**src/rtl/spi_ctrl_pkg.sv**
```systemverilog
// Shared types and default sizing for the two-requester SPI master.
package spi_ctrl_pkg;

  typedef enum logic [1:0] {
    ST_IDLE  = 2'd0,
    ST_SETUP = 2'd1,
    ST_SHIFT = 2'd2,
    ST_HOLD  = 2'd3
  } state_t;

  localparam int DEF_DATA_WIDTH = 8;
  localparam int DEF_CLK_DIV    = 4;

endpackage

```
**src/rtl/spi_master_arbiter_if.sv**
```systemverilog
// Requester handshake plus SPI pins for the arbitrated SPI master.
interface spi_master_arbiter_if
  import spi_ctrl_pkg::*;
#(
  parameter int DATA_WIDTH = DEF_DATA_WIDTH
);

  logic [1:0]            Req;
  logic [DATA_WIDTH-1:0] TxData0;
  logic [DATA_WIDTH-1:0] TxData1;
  logic [1:0]            Gnt;
  logic [1:0]            Done;
  logic [DATA_WIDTH-1:0] RxData;
  logic                  Busy;
  logic                  SCK;
  logic                  CS;
  logic                  MOSI;
  logic                  MISO;

  modport master (
    input  Req, TxData0, TxData1, MISO,
    output Gnt, Done, RxData, Busy, SCK, CS, MOSI
  );

  modport slave (
    output Req, TxData0, TxData1, MISO,
    input  Gnt, Done, RxData, Busy, SCK, CS, MOSI
  );

endinterface

```
**src/rtl/spi_rr_arbiter.sv**
```systemverilog
// Two-way round-robin pick: on a tie the requester not granted last wins.
module spi_rr_arbiter (
  input  logic [1:0] req,
  input  logic       en,
  input  logic       last_gnt,
  output logic [1:0] gnt
);

  // one-hot winner, zero when disabled or nobody asks
  always_comb begin
    gnt = 2'b00;
    if (en) begin
      unique case (req)
        2'b01:   gnt = 2'b01;
        2'b10:   gnt = 2'b10;
        2'b11:   gnt = last_gnt ? 2'b01 : 2'b10;
        default: gnt = 2'b00;
      endcase
    end
  end

endmodule

```
**src/rtl/spi_master_arbiter.sv**
```systemverilog
// SPI mode-0 master shared by two requesters through a round-robin arbiter.
//
//   state    | meaning
//   ---------+-----------------------------------------------------------
//   ST_IDLE  | CS high, SCK low; only state that accepts a request
//   ST_SETUP | CS low, MSB on MOSI, SCK low for CLK_DIV cycles
//   ST_SHIFT | SCK toggles every CLK_DIV cycles, DATA_WIDTH full periods
//   ST_HOLD  | CS still low for CLK_DIV cycles before the Done pulse
module spi_master_arbiter
  import spi_ctrl_pkg::*;
#(
  parameter int DATA_WIDTH = DEF_DATA_WIDTH,
  parameter int CLK_DIV    = DEF_CLK_DIV
) (
  input logic                  Clk,
  input logic                  aRst_n,
  spi_master_arbiter_if.master bus
);

  localparam int               BIT_W    = (DATA_WIDTH > 1) ? $clog2(DATA_WIDTH) : 1;
  localparam logic [7:0]       DIV_LOAD = 8'(CLK_DIV - 1);
  localparam logic [BIT_W-1:0] LAST_BIT = BIT_W'(DATA_WIDTH - 1);

  state_t                state;
  state_t                state_nxt;
  logic                  grant_en;
  logic [1:0]            win;
  logic                  last_gnt;
  logic [7:0]            div_cnt;
  logic                  div_tc;
  logic [BIT_W-1:0]      bit_cnt;
  logic [DATA_WIDTH-1:0] tx_sh;
  logic [DATA_WIDTH-1:0] rx_sh;
  logic [DATA_WIDTH-1:0] rx_data;
  logic                  sck;
  logic                  cs;
  logic                  mosi;
  logic [1:0]            gnt_q;
  logic [1:0]            done_q;

  assign div_tc = (div_cnt == 8'd0);

  spi_rr_arbiter u_arb (
    .req      (bus.Req),
    .en       (grant_en),
    .last_gnt (last_gnt),
    .gnt      (win)
  );

  // state register
  always_ff @(posedge Clk) begin
    if (!aRst_n) state <= ST_IDLE;
    else         state <= state_nxt;
  end

  // next state; a frame only ends on a falling SCK edge after the last bit
  always_comb begin
    state_nxt = state;
    grant_en  = 1'b0;
    unique case (state)
      ST_IDLE: begin
        grant_en = 1'b1;
        if (bus.Req != 2'b00) state_nxt = ST_SETUP;
      end
      ST_SETUP: if (div_tc) state_nxt = ST_SHIFT;
      ST_SHIFT: if (div_tc && sck && (bit_cnt == LAST_BIT)) state_nxt = ST_HOLD;
      ST_HOLD:  if (div_tc) state_nxt = ST_IDLE;
      default:  state_nxt = ST_IDLE;
    endcase
  end

  // divider, bit counter, shift registers and registered pins
  always_ff @(posedge Clk) begin
    if (!aRst_n) begin
      div_cnt  <= DIV_LOAD;
      bit_cnt  <= '0;
      tx_sh    <= '0;
      rx_sh    <= '0;
      rx_data  <= '0;
      sck      <= 1'b0;
      cs       <= 1'b1;
      mosi     <= 1'b0;
      gnt_q    <= 2'b00;
      done_q   <= 2'b00;
      last_gnt <= 1'b1;
    end else begin
      gnt_q  <= win;
      done_q <= 2'b00;
      if (state == ST_IDLE) div_cnt <= DIV_LOAD;
      else                  div_cnt <= div_tc ? DIV_LOAD : div_cnt - 8'd1;
      case (state)
        ST_IDLE: begin
          if (win != 2'b00) begin
            last_gnt <= win[1];
            tx_sh    <= win[1] ? bus.TxData1 : bus.TxData0;
            mosi     <= win[1] ? bus.TxData1[DATA_WIDTH-1] : bus.TxData0[DATA_WIDTH-1];
            cs       <= 1'b0;
            sck      <= 1'b0;
            bit_cnt  <= '0;
          end
        end
        ST_SHIFT: begin
          if (div_tc) begin
            sck <= ~sck;
            if (!sck) begin
              rx_sh <= {rx_sh[DATA_WIDTH-2:0], bus.MISO};
            end else begin
              bit_cnt <= bit_cnt + 1'b1;
              tx_sh   <= {tx_sh[DATA_WIDTH-2:0], 1'b0};
              mosi    <= tx_sh[DATA_WIDTH-2];
            end
          end
        end
        ST_HOLD: begin
          if (div_tc) begin
            cs      <= 1'b1;
            mosi    <= 1'b0;
            rx_data <= rx_sh;
            done_q  <= last_gnt ? 2'b10 : 2'b01;
          end
        end
        default: ;
      endcase
    end
  end

  assign bus.Gnt    = gnt_q;
  assign bus.Done   = done_q;
  assign bus.RxData = rx_data;
  assign bus.Busy   = (state != ST_IDLE) || (done_q != 2'b00);
  assign bus.SCK    = sck;
  assign bus.CS     = cs;
  assign bus.MOSI   = mosi;

endmodule

```
**src/flat_wrapper.sv**
```systemverilog
// flat-port wrapper written by rule: the top's interface ports become plain ports
module spi_master_arbiter_flat import spi_ctrl_pkg::*;
#(
  parameter int DATA_WIDTH = DEF_DATA_WIDTH,
  parameter int CLK_DIV    = DEF_CLK_DIV
)
  (Clk, aRst_n, bus_Req, bus_TxData0, bus_TxData1, bus_MISO, bus_Gnt, bus_Done, bus_RxData, bus_Busy, bus_SCK, bus_CS, bus_MOSI);
  spi_master_arbiter_if #(.DATA_WIDTH(DATA_WIDTH)) bus_i ();
  input logic Clk;
  input logic aRst_n;
  input wire logic [$bits(bus_i.Req)-1:0] bus_Req;
  input wire logic [$bits(bus_i.TxData0)-1:0] bus_TxData0;
  input wire logic [$bits(bus_i.TxData1)-1:0] bus_TxData1;
  input wire logic [$bits(bus_i.MISO)-1:0] bus_MISO;
  output wire logic [$bits(bus_i.Gnt)-1:0] bus_Gnt;
  output wire logic [$bits(bus_i.Done)-1:0] bus_Done;
  output wire logic [$bits(bus_i.RxData)-1:0] bus_RxData;
  output wire logic [$bits(bus_i.Busy)-1:0] bus_Busy;
  output wire logic [$bits(bus_i.SCK)-1:0] bus_SCK;
  output wire logic [$bits(bus_i.CS)-1:0] bus_CS;
  output wire logic [$bits(bus_i.MOSI)-1:0] bus_MOSI;
  assign bus_i.Req = bus_Req;
  assign bus_i.TxData0 = bus_TxData0;
  assign bus_i.TxData1 = bus_TxData1;
  assign bus_i.MISO = bus_MISO;
  assign bus_Gnt = bus_i.Gnt;
  assign bus_Done = bus_i.Done;
  assign bus_RxData = bus_i.RxData;
  assign bus_Busy = bus_i.Busy;
  assign bus_SCK = bus_i.SCK;
  assign bus_CS = bus_i.CS;
  assign bus_MOSI = bus_i.MOSI;
  spi_master_arbiter #(.DATA_WIDTH(DATA_WIDTH), .CLK_DIV(CLK_DIV)) u_core (.Clk(Clk), .aRst_n(aRst_n), .bus(bus_i));
endmodule
```
**config.mk**
```make
export PLATFORM = sky130hd
export DESIGN_NAME = spi_master_arbiter_flat
export DESIGN_NICKNAME = d
export VERILOG_FILES = /design/src/rtl/spi_ctrl_pkg.sv /design/src/rtl/spi_master_arbiter_if.sv /design/src/rtl/spi_rr_arbiter.sv /design/src/rtl/spi_master_arbiter.sv /design/src/flat_wrapper.sv
export SDC_FILE = /design/constraint.sdc
export NUM_CORES = 1
export LEC_CHECK = 0
export CAP_MARGIN = 20
export CORE_MARGIN = 2
export CORE_UTILIZATION = 40
export CTS_CLUSTER_SIZE = 25
export DETAILED_ROUTE_END_ITERATION = 16
export GPL_TIMING_DRIVEN = 0
export PLACE_DENSITY = 0.66
export REMOVE_ABC_BUFFERS = 1
export SLEW_MARGIN = 15
export SYNTH_ARGS = -nofsm -noshare
export SYNTH_HDL_FRONTEND = slang
export SYNTH_SLANG_ARGS = --single-unit
```
**constraint.sdc**
```tcl
create_clock -name Clk -period 1.6 [get_ports Clk]
set_input_delay 0.4 -clock Clk [delete_from_list [all_inputs] [get_ports Clk]]
set_output_delay 0.4 -clock Clk [all_outputs]
set_load 0.05 [all_outputs]
```
==> results_dict.tcl <==
set metrics [dict create \
    yosysUniqueCellTypes 41 \
    final_nets 338 \
    syn_avg_cell_area_um2 8.675 \
    reg2reg_depth 6 \
    yosysTopAreaCell "dfxtp_1" \
    die-area_um2 5798 \
    worst_path_max_delay_cell "dfxtp_4" \
    hp-start "u_core.div_cnt[0]$_SDFF_PP1_" \
    vdd_ir_drop_max_uv 981.6 \
    r2r-end "u_core.bit_cnt[0]$_SDFFE_PN0P_" \
    finalClockSkew_ns 0.01221 \
    drtIter0Drc 119 \
    antenna_found_initial 0 \
    fin_crit_sh_pct 114.2 \
    rsz0062_at_grt "yes" \
    path_cells "inv_4, ha_4, inv_4, or3_4, buf_8" \
    setup_tns_ns -1.273 \
    n_antenna_cell 0 \
    clock_latency_ns 0.30 \
    timing.fmax_mhz 547.4 \
    syn-cell-area_um2 2082 \
    synth-seq-cells 44 \
    synth.area.mux_share_pct 1.442 \
    grt_use_total_pct 19.08 \
    met2_usage_pct 31.87 \
    globalRouteOverflowTotal 0 \
    finalCriticalPeriod_ns 1.827 \
    hpwlAfterDp_mm 3.138 \
    synthAdderAreaFrac_pct 5.409 \
    cap_viol_max_count 0 \
    clockBufferDepth 2 \
    core_um2 5075 \
    cts_root_buf "clkbuf_8" \
    synth-async-reset-ratio_pct 0 \
    drtAntennaViolNets 0 \
    synth_xor_area_share_pct 2.103 \
    crit_required_ns 1.20 \
    initial_core_util_pct 41.03 \
    tritoncts "done" \
    use_met1_pct 23.36 \
    max_stage_delay_ns 0.37 \
    slew_viol_final 0 \
    p_leak_nw 1.220 \
    nFillCells 401 \
    cp_max_fo 3 \
    synth.area.top_cells "dfxtp_1, nand3_1, nand2_1" \
    postCtsHoldBufs 0 \
    place_area_um2 2474 \
    final_area_um2 3242 \
    route.detailed.drc 0 \
    synth_compound_area_share_pct 20.97 \
    placementRows 26 \
    outcome "finished with violations" \
    synth_top_family_by_area "simple AND/OR/NAND/NOR gates" \
    worst_pin_slew_ns 0.6729 \
    clk_pin_slew_worst_paths_ns 0.09 \
    num_vias 2031 \
    p_per_area_nw_per_um2 1485 \
    syn_to_final_growth_pct 55.71 \
    holdPathEnd "u_core.div_cnt[0]$_SDFF_PP1_" \
    violations "negative setup slack" \
    synth-simple-area-share_pct 23.62 \
    io_pins 37 \
    io_buffers 36 \
    crit-reg2reg-launch "u_core.state[0]$_SDFFE_PN0P_" \
    grt_max_degree 37 \
    synthTopCellsByCount "dfxtp_1, nand2_1, nand3_1, nor2_1, a21boi_1" \
    vias_per_cell 5.359 \
    ys.flop_type "dfxtp_1" \
    synth_top_area_share_pct 42.31 \
    use_met3_pct 4.858 \
    grt_first_pass_wirelength_mm 8.997 \
    crit_arrival_ns 1.43 \
    end_kind "primary output" \
    timing.setup.critical_path_class "reg -> out" \
    max_slew_margin_pct 55.14 \
    h-tree-depth 2 \
    cts_sinks 44 \
    setup_violations 15 \
    synth_warnings 0 \
    cts_buffers 5 \
    die_w_um 76.15 \
    crit_top_cell "inv_4" \
    post_drt_wl_per_cell_um 15.53 \
    hp-class "reg -> reg" \
    hold_depth 1 \
    die_h_um 76.15 \
    layout-drive-gt1-share_pct 32.69 \
    cp-start-kind "flip-flop" \
    synthCells 240 \
    synth_edf_count 0 \
    dpl_worst_slack_ns -0.9823 \
    ff2ff_setup_slack_ns -0.14 \
    synth_most_common_cell "dfxtp_1" \
    first_pass_iters 4 \
    power.total_mw 4.813 \
    seq_area_frac_synth_pct 42.31 \
    grt-busiest-layer "met2" \
    layout_setup_ws_ns -0.2267 \
    hold_viol 0 \
    routed_wirelength_mm 5.887 \
    place_congestion 0.7829 \
    grt_pass1_vias 1921 \
]
==> how the worst max path moves through the flow <==
stage | start | cells after the start | to | slack, ns
after floorplan | u_core.state[0]$_SDFFE_PN0P_ | 6 | u_core.rx_sh[5]$_SDFFE_PN0P_ | -0.37
after global placement | u_core.state[0]$_SDFFE_PN0P_ | 6 | u_core.rx_sh[5]$_SDFFE_PN0P_ | -0.98
after detailed placement | u_core.state[0]$_SDFFE_PN0P_ | 6 | u_core.rx_sh[5]$_SDFFE_PN0P_ | -0.98
after CTS | u_core.state[0]$_SDFFE_PN0P_ | 5 | bus_Busy | -0.23
after global routing | u_core.state[0]$_SDFFE_PN0P_ | 5 | bus_Busy | -0.26
final | u_core.state[0]$_SDFFE_PN0P_ | 5 | bus_Busy | -0.23
==> layer usage <==
metal  wire [µm]  vias to the layer above  share of wire (%)
li1            -                     1001                  -
met1        2577                      962                 44
met2        2956                       53                 50
met3         223                       15                3.8
met4         129                        0                2.2
met5           0                        -                  0
==> critical path: cells and delay by family (launching register included) <==
kind	cells	cell delay, ns
buffers and inverters	3	0.27
AND/OR/NAND/NOR	1	0.33
flip-flops	1	0.37
adder cells (fa/ha/maj)	1	0.15
==> area by class of cell <==
class | instances | area [µm²] | area share (%)
repair buffers | 69 | 646.9 | 19.95
multi-input cells | 180 | 1448 | 44.65
flip-flops and latches | 44 | 897.1 | 27.67
clock buffers | 6 | 82.58 | 2.547
clock inverters | 2 | 38.79 | 1.196
inverters | 8 | 41.29 | 1.274
well taps | 70 | 87.58 | 2.702
==> sequential cells by signal, indices dropped and copies added (netlist names), 2 cells and up <==
name / flops
u_core.div_cnt: 8
u_core.bus.Done: 2
u_core.rx_sh: 8
u_core.bit_cnt: 3
u_core.bus.RxData: 8
u_core.bus.Gnt: 2
u_core.tx_sh: 7
u_core.state: 2
==> logic make-up (layout without fill, tap and decap cells) <==
logic type	Yosys count	after routing
flops	44	44
fa+ha+maj	9	9
buf+inv	20	85
mux	3	3
xor+xnor	5	5
simple gates	98	102
compound gates	61	61
==> cells in the final DEF (no fill, tap or decap), drive strengths merged, types with 2 or more instances in the layout <==
master and count:
clkdlybuf4s50 18, dfxtp 44, clkdlybuf4s15 10, xor2 2
ha 9, buf 35, o21a 6, inv 7
xnor2 3, nor4 3, nand3 29, clkbuf 8
dlygate4sd2 4, or3 2, and2 5, o21ai 5
nand2 35, a21boi 18, a21oi 9, o31ai 9
nor3b 3, a211oi 6, nor2 17, mux2i 3
==> stage by stage <==
stage	std cells	utilization, %	hold WS (ns)
after floorplan	228	-	0.3790
after CTS	366	58.70	0.4114
after global placement	334	48.74	0.3974
after detailed placement	334	48.74	0.4009
after global routing	379	63.88	0.4351
final	379	63.88	0.4171
==> power by group <==
| group | total, mW | switching, mW | internal, mW |
|---|---|---|---|
| sequential | 1.40 | 0.128 | 1.27 |
| combinational | 2.51 | 1.31 | 1.20 |
| clock | 0.905 | 0.394 | 0.511 |
| total | 4.81 | 1.83 | 2.98 |
==> timing repair <==
action	4_1_cts	5_1_grt
pin swaps	8	17
cloned	0	4
resized for setup	89	53
setup buffers	25	11
endpoints found under the hold margin	0	0
endpoints found under the setup margin	60	51
Power figures use the tool's default switching activity.
